===== src/rtl/mmff_bank_pkg.sv =====
// Shared definitions for the multi-mode register bank: operating modes,
// configuration word layout and the configuration reset word.
package mmff_bank_pkg;

    localparam int CFG_BITS   = 4;
    localparam int CFG_OP_LSB = 0;
    localparam int CFG_CLRPOL = 2;
    localparam int CFG_CLRVAL = 3;

    // Reset word: plain DFF, clear active-high, clear value zero
    localparam logic [CFG_BITS-1:0] CFG_RST = 4'b0100;

    typedef enum logic [1:0] {
        OP_DFF    = 2'd0,
        OP_DFF_CE = 2'd1,
        OP_SHIFT  = 2'd2,
        OP_COUNT  = 2'd3
    } op_e;

    function automatic logic clr_is_active(input logic clr, input logic pol);
        return pol ? clr : ~clr;
    endfunction

endpackage


===== src/rtl/mmff_bank_cfg_chain.sv =====
// Serial-in parallel-out configuration register for one bank; its MSB
// continues the tile configuration chain.
module mmff_bank_cfg_chain
    import mmff_bank_pkg::*;
(
    input  logic                clk_i,
    input  logic                rst_ni,
    input  logic                en_i,
    input  logic                d_i,
    output logic [CFG_BITS-1:0] q_o,
    output logic                so_o
);

    logic [CFG_BITS-1:0] cfg_q;

    always_ff @(posedge clk_i or negedge rst_ni) begin
        if (!rst_ni) begin
            cfg_q <= CFG_RST;
        end else if (en_i) begin
            cfg_q <= {cfg_q[CFG_BITS-2:0], d_i};
        end
    end

    assign q_o  = cfg_q;
    assign so_o = cfg_q[CFG_BITS-1];

endmodule


===== src/rtl/mmff_bank.sv =====
// Multi-mode register bank: DFF, DFF with enable, shift register or
// up-counter, selected by a word loaded through the local config chain.
module mmff_bank #(
    parameter int WIDTH    = 4,
    parameter int CFG_BITS = 4
) (
    input  logic             clk_i,
    input  logic             rst_ni,
    input  logic             cfg_en_i,
    input  logic             cfg_d_i,
    output logic             cfg_q_o,
    input  logic [WIDTH-1:0] d_i,
    input  logic             ce_i,
    input  logic             clr_i,
    input  logic             set_i,
    input  logic             sin_i,
    output logic [WIDTH-1:0] q_o,
    output logic             sout_o,
    output logic             tc_o
);

    import mmff_bank_pkg::*;

    logic [CFG_BITS-1:0] cfg_word;
    logic [WIDTH-1:0]    q_q;
    logic [WIDTH-1:0]    q_d;
    logic [WIDTH-1:0]    clr_value;
    logic [WIDTH-1:0]    one;
    op_e                 op;
    logic                clr_act;

    mmff_bank_cfg_chain u_cfg_chain (
        .clk_i (clk_i),
        .rst_ni(rst_ni),
        .en_i  (cfg_en_i),
        .d_i   (cfg_d_i),
        .q_o   (cfg_word),
        .so_o  (cfg_q_o)
    );

    assign op        = op_e'(cfg_word[CFG_OP_LSB +: 2]);
    assign clr_act   = clr_is_active(clr_i, cfg_word[CFG_CLRPOL]);
    assign clr_value = {WIDTH{cfg_word[CFG_CLRVAL]}};
    assign one       = {{(WIDTH-1){1'b0}}, 1'b1};

    // Configuration shifting freezes the datapath; otherwise clear beats set beats mode action
    always_comb begin
        q_d = q_q;
        if (!cfg_en_i) begin
            if (clr_act) begin
                q_d = clr_value;
            end else if (set_i) begin
                q_d = '1;
            end else begin
                case (op)
                    OP_DFF:    q_d = d_i;
                    OP_DFF_CE: q_d = ce_i ? d_i : q_q;
                    OP_SHIFT:  q_d = ce_i ? {q_q[WIDTH-2:0], sin_i} : q_q;
                    OP_COUNT:  q_d = ce_i ? q_q + one : q_q;
                    default:   q_d = q_q;
                endcase
            end
        end
    end

    always_ff @(posedge clk_i or negedge rst_ni) begin
        if (!rst_ni) begin
            q_q <= '0;
        end else begin
            q_q <= q_d;
        end
    end

    assign q_o    = q_q;
    assign sout_o = q_q[WIDTH-1];
    assign tc_o   = (op == OP_COUNT) & ce_i & (&q_q) & ~clr_act & ~set_i & ~cfg_en_i;

endmodule


===== config.mk =====
export PLATFORM = sky130hd
export DESIGN_NAME = mmff_bank
export DESIGN_NICKNAME = d
export VERILOG_FILES = /design/src/rtl/mmff_bank_pkg.sv /design/src/rtl/mmff_bank_cfg_chain.sv /design/src/rtl/mmff_bank.sv
export SDC_FILE = /design/constraint.sdc
export NUM_CORES = 1
export LEC_CHECK = 0
export CAP_MARGIN = 30
export CORE_MARGIN = 1.5
export CORE_UTILIZATION = 35
export CTS_CLUSTER_DIAMETER = 40
export DETAILED_ROUTE_END_ITERATION = 12
export DONT_BUFFER_PORTS = 1
export PLACE_DENSITY_LB_ADDON = 0.15
export SYNTH_ARGS = -nofsm -noshare
export SYNTH_HDL_FRONTEND = slang
export SYNTH_SLANG_ARGS = --single-unit

===== constraint.sdc =====
create_clock -name clk_i -period 1.6 [get_ports clk_i]
set_input_delay 0.24 -clock clk_i [delete_from_list [all_inputs] [get_ports clk_i]]
set_output_delay 0.24 -clock clk_i [all_outputs]
set_load 0.05 [all_outputs]

==> impl_metrics.toml <==
[global_routing]
use_met3_pct = 4.26
globalRouteOverflowTotal = 0
globalRoute.busiestLayer = "met2"
use_met2_pct = 24.2
grt_pass1_vias = 415
grt_pass1_wl_um = 1750
antenna_found_initial = 0
gr-usage-all-layers_pct = 16.1
grt_start_max_net_pins = 10
grt.met1_usage_pct = 21.5

[power]
total_power_uw = 911
cellPowerDensity_mw_per_mm2 = 1320
vdd_ir_drop_max_mv = 0.618
p_leak_uw = 0.000302

[detailed_routing]
drt_iter0_drc = 4
vias_per_cell = 5.40
vias = 470
post_drt_wl_per_cell_um = 13.0
drc = 0
ant_nets = 0
first_pass_iters = 2
drt-total-wl_um = 1130

[final_layout]
fillCellCount = 132
final_cell_mix = "12 x buf_4, 7 x nand2_1, 5 x nand2b_1"
antennaDiodeCount = 0
drive_gt1_share_pct = 37.5
final_common_cell = "buf_4"
area_growth_pct = 33.7
final_util_pct = 51.7
fin_nets = 86

[sta]
hold_slack_ns = 0.0790
max_slew_margin_pct = 75.2
tightest_slew_ns = 0.370
period_share_pct = 105
worst_slack_ns = -0.0854
slew_viol_final = 0
timing_hold_violations_final = 0
rsz0062_at_grt = "yes"
fin_worst_skew_ns = 0.00319
setup_viol = 1
max_freq_mhz = 593
fin_setup_tns_ns = -0.0854
fin_crit_ns = 1.69

[placement]
dp_hpwl_um = 894
portBuffers = 0
place.gp.congestion = 0.740

[setup_path]
cp-startpoint = "u_cfg_chain.q_o[2]$_DFFE_PN1P_"
r2r_setup_slack_ns = 0.12
setup.worst_path.class = "flop to output port"
crit_required_ns = 1.36
cp_max_fo = 2
critPathLaunchType = "flop"
end_kind = "output port"
critPathArrivalTime_ns = 1.45
reg2reg_from = "u_cfg_chain.q_o[2]$_DFFE_PN1P_"

[run_status]
violations = "setup timing"
status = "complete, but fails checks"

[clocking]
cts_root_buf = "clkbuf_4"
cts_buffers = 3
cts_max_path_buffers = 2
clk_pin_slew_ns = 0.06
cts_sinks = 8
cts_max_level = 1
clk_latency_ns = 0.25
cts_tree = "built"

[die]
start_util_pct = 38.6
row_count = 13
core_sq_mm = 0.00133
io_pins = 19
die_y_um = 41.4
die_width_um = 41.4
dieArea_sq_mm = 0.00171

[synthesis]
syn_nets = 70
yosys.cell_types.count = 28
avgSynthCellArea_sq_um = 9.04
ys_seq_area_share_pct = 39.1
synth-seq-cells = 8
synthesis.area_sq_um = 515
postSynthCellCount = 57
yosys_warnings = 0

[min_path]
min_from = "cfg_en_i"
hp-class = "primary input to flop"

[run]
maxCapViolCount = 0
==> path summary, 6_finish.rpt <==
check	cells after the start	endpoint
worst max-delay path	4	tc_o
worst min-delay path	1	q_o[1]$_DFFE_PN0P_
worst max register to register	6	q_o[2]$_DFFE_PN0P_
worst min register to register	2	q_o[0]$_DFFE_PN0P_
max in group asynchronous	1	u_cfg_chain.q_o[2]$_DFFE_PN1P_
min in group asynchronous	1	q_o[3]$_DFFE_PN0P_
==> flip-flops by register name (all words and copies together) (netlist names) <==
register / flops
q_o: 4
u_cfg_chain.q_o: 4
==> worst max-delay path, cell delays in order, from the launching register on <==
cell	delay, ns
dfstp_2	0.55
xor2_2	0.15
nand2b_1	0.12
nor4_4	0.21
buf_12	0.18
==> area by class of cell <==
cell class                 instances  area, sq um  area share, %
sequential                         8          205           29.8
clock buffer                       4         26.3           3.81
inverter                           1         3.75          0.544
timing repair buffer              14          120           17.4
multi-input combinational         45          315           45.7
tap                               15         18.8           2.72
==> routing by layer <==
metal / up-vias / part of all wire [%]
met5: - / 0
met4: 0 / 0.53
met3: 2 / 6.3
met2: 11 / 46
met1: 222 / 47
li1: 235 / -
==> per-stage QoR <==
stage          instances  setup WS (ns)  instance area (sq um)
2_1_floorplan         57         -0.177                    542
3_3_place_gp          80         0.0681                    638
3_5_place_dp          80         0.0303                    638
4_1_cts               87         -0.105                    689
5_1_grt               87         -0.177                    689
6_report              87        -0.0854                    689
==> logic make-up (layout without fill, tap and decap cells) <==
group / count (synthesis) / in the layout / share of synthesized area, %
simple gates: 24 / 24 / 25.2
compound gates: 14 / 14 / 17.2
flops: 8 / 8 / 39.1
mux: 4 / 4 / 8.49
buf+inv: 4 / 19 / 4.13
xor+xnor: 2 / 2 / 3.40
fa+ha+maj: 1 / 1 / 2.43
==> timing repair <==
action | 4_1_cts | 5_1_grt
endpoints found under the hold margin | 8 | 0
gates resized for setup | 0 | 0
hold buffers | 1 | 0
endpoints found under the setup margin | 1 | 1
buffers inserted | 2 | 0
pin swaps | 2 | 0
==> cells in the mapped netlist, drive strengths merged <==
cell | n | area, sq um
ha | 1 | 12.5
mux2i | 1 | 10.0
buf | 3 | 17.5
or2 | 2 | 12.5
and3 | 1 | 6.26
nand2b | 5 | 31.3
o211ai | 1 | 7.51
o21ai | 4 | 20.0
nand3 | 1 | 5.00
nand2 | 7 | 26.3
xnor2 | 1 | 8.76
inv | 1 | 3.75
nor3 | 1 | 5.00
a21oi | 3 | 15.0
a31o | 1 | 8.76
mux2 | 3 | 33.8
nand4b | 1 | 8.76
dfstp | 1 | 26.3
dfrtp | 7 | 175
nor4 | 1 | 6.26
and2b | 2 | 17.5
xor2 | 1 | 8.76
o31ai | 2 | 15.0
nor2 | 3 | 11.3
a211oi | 3 | 22.5
==> power by group <==
group / switching [uW] / total (uW) / internal [uW] / leakage, uW
combinational: 268 / 439 / 170 / 0.000195
clock: 68.9 / 164 / 95.4 / 0.0000150
sequential: 53.8 / 307 / 254 / 0.0000916
Note: power is estimated with default switching activity, not from simulation.
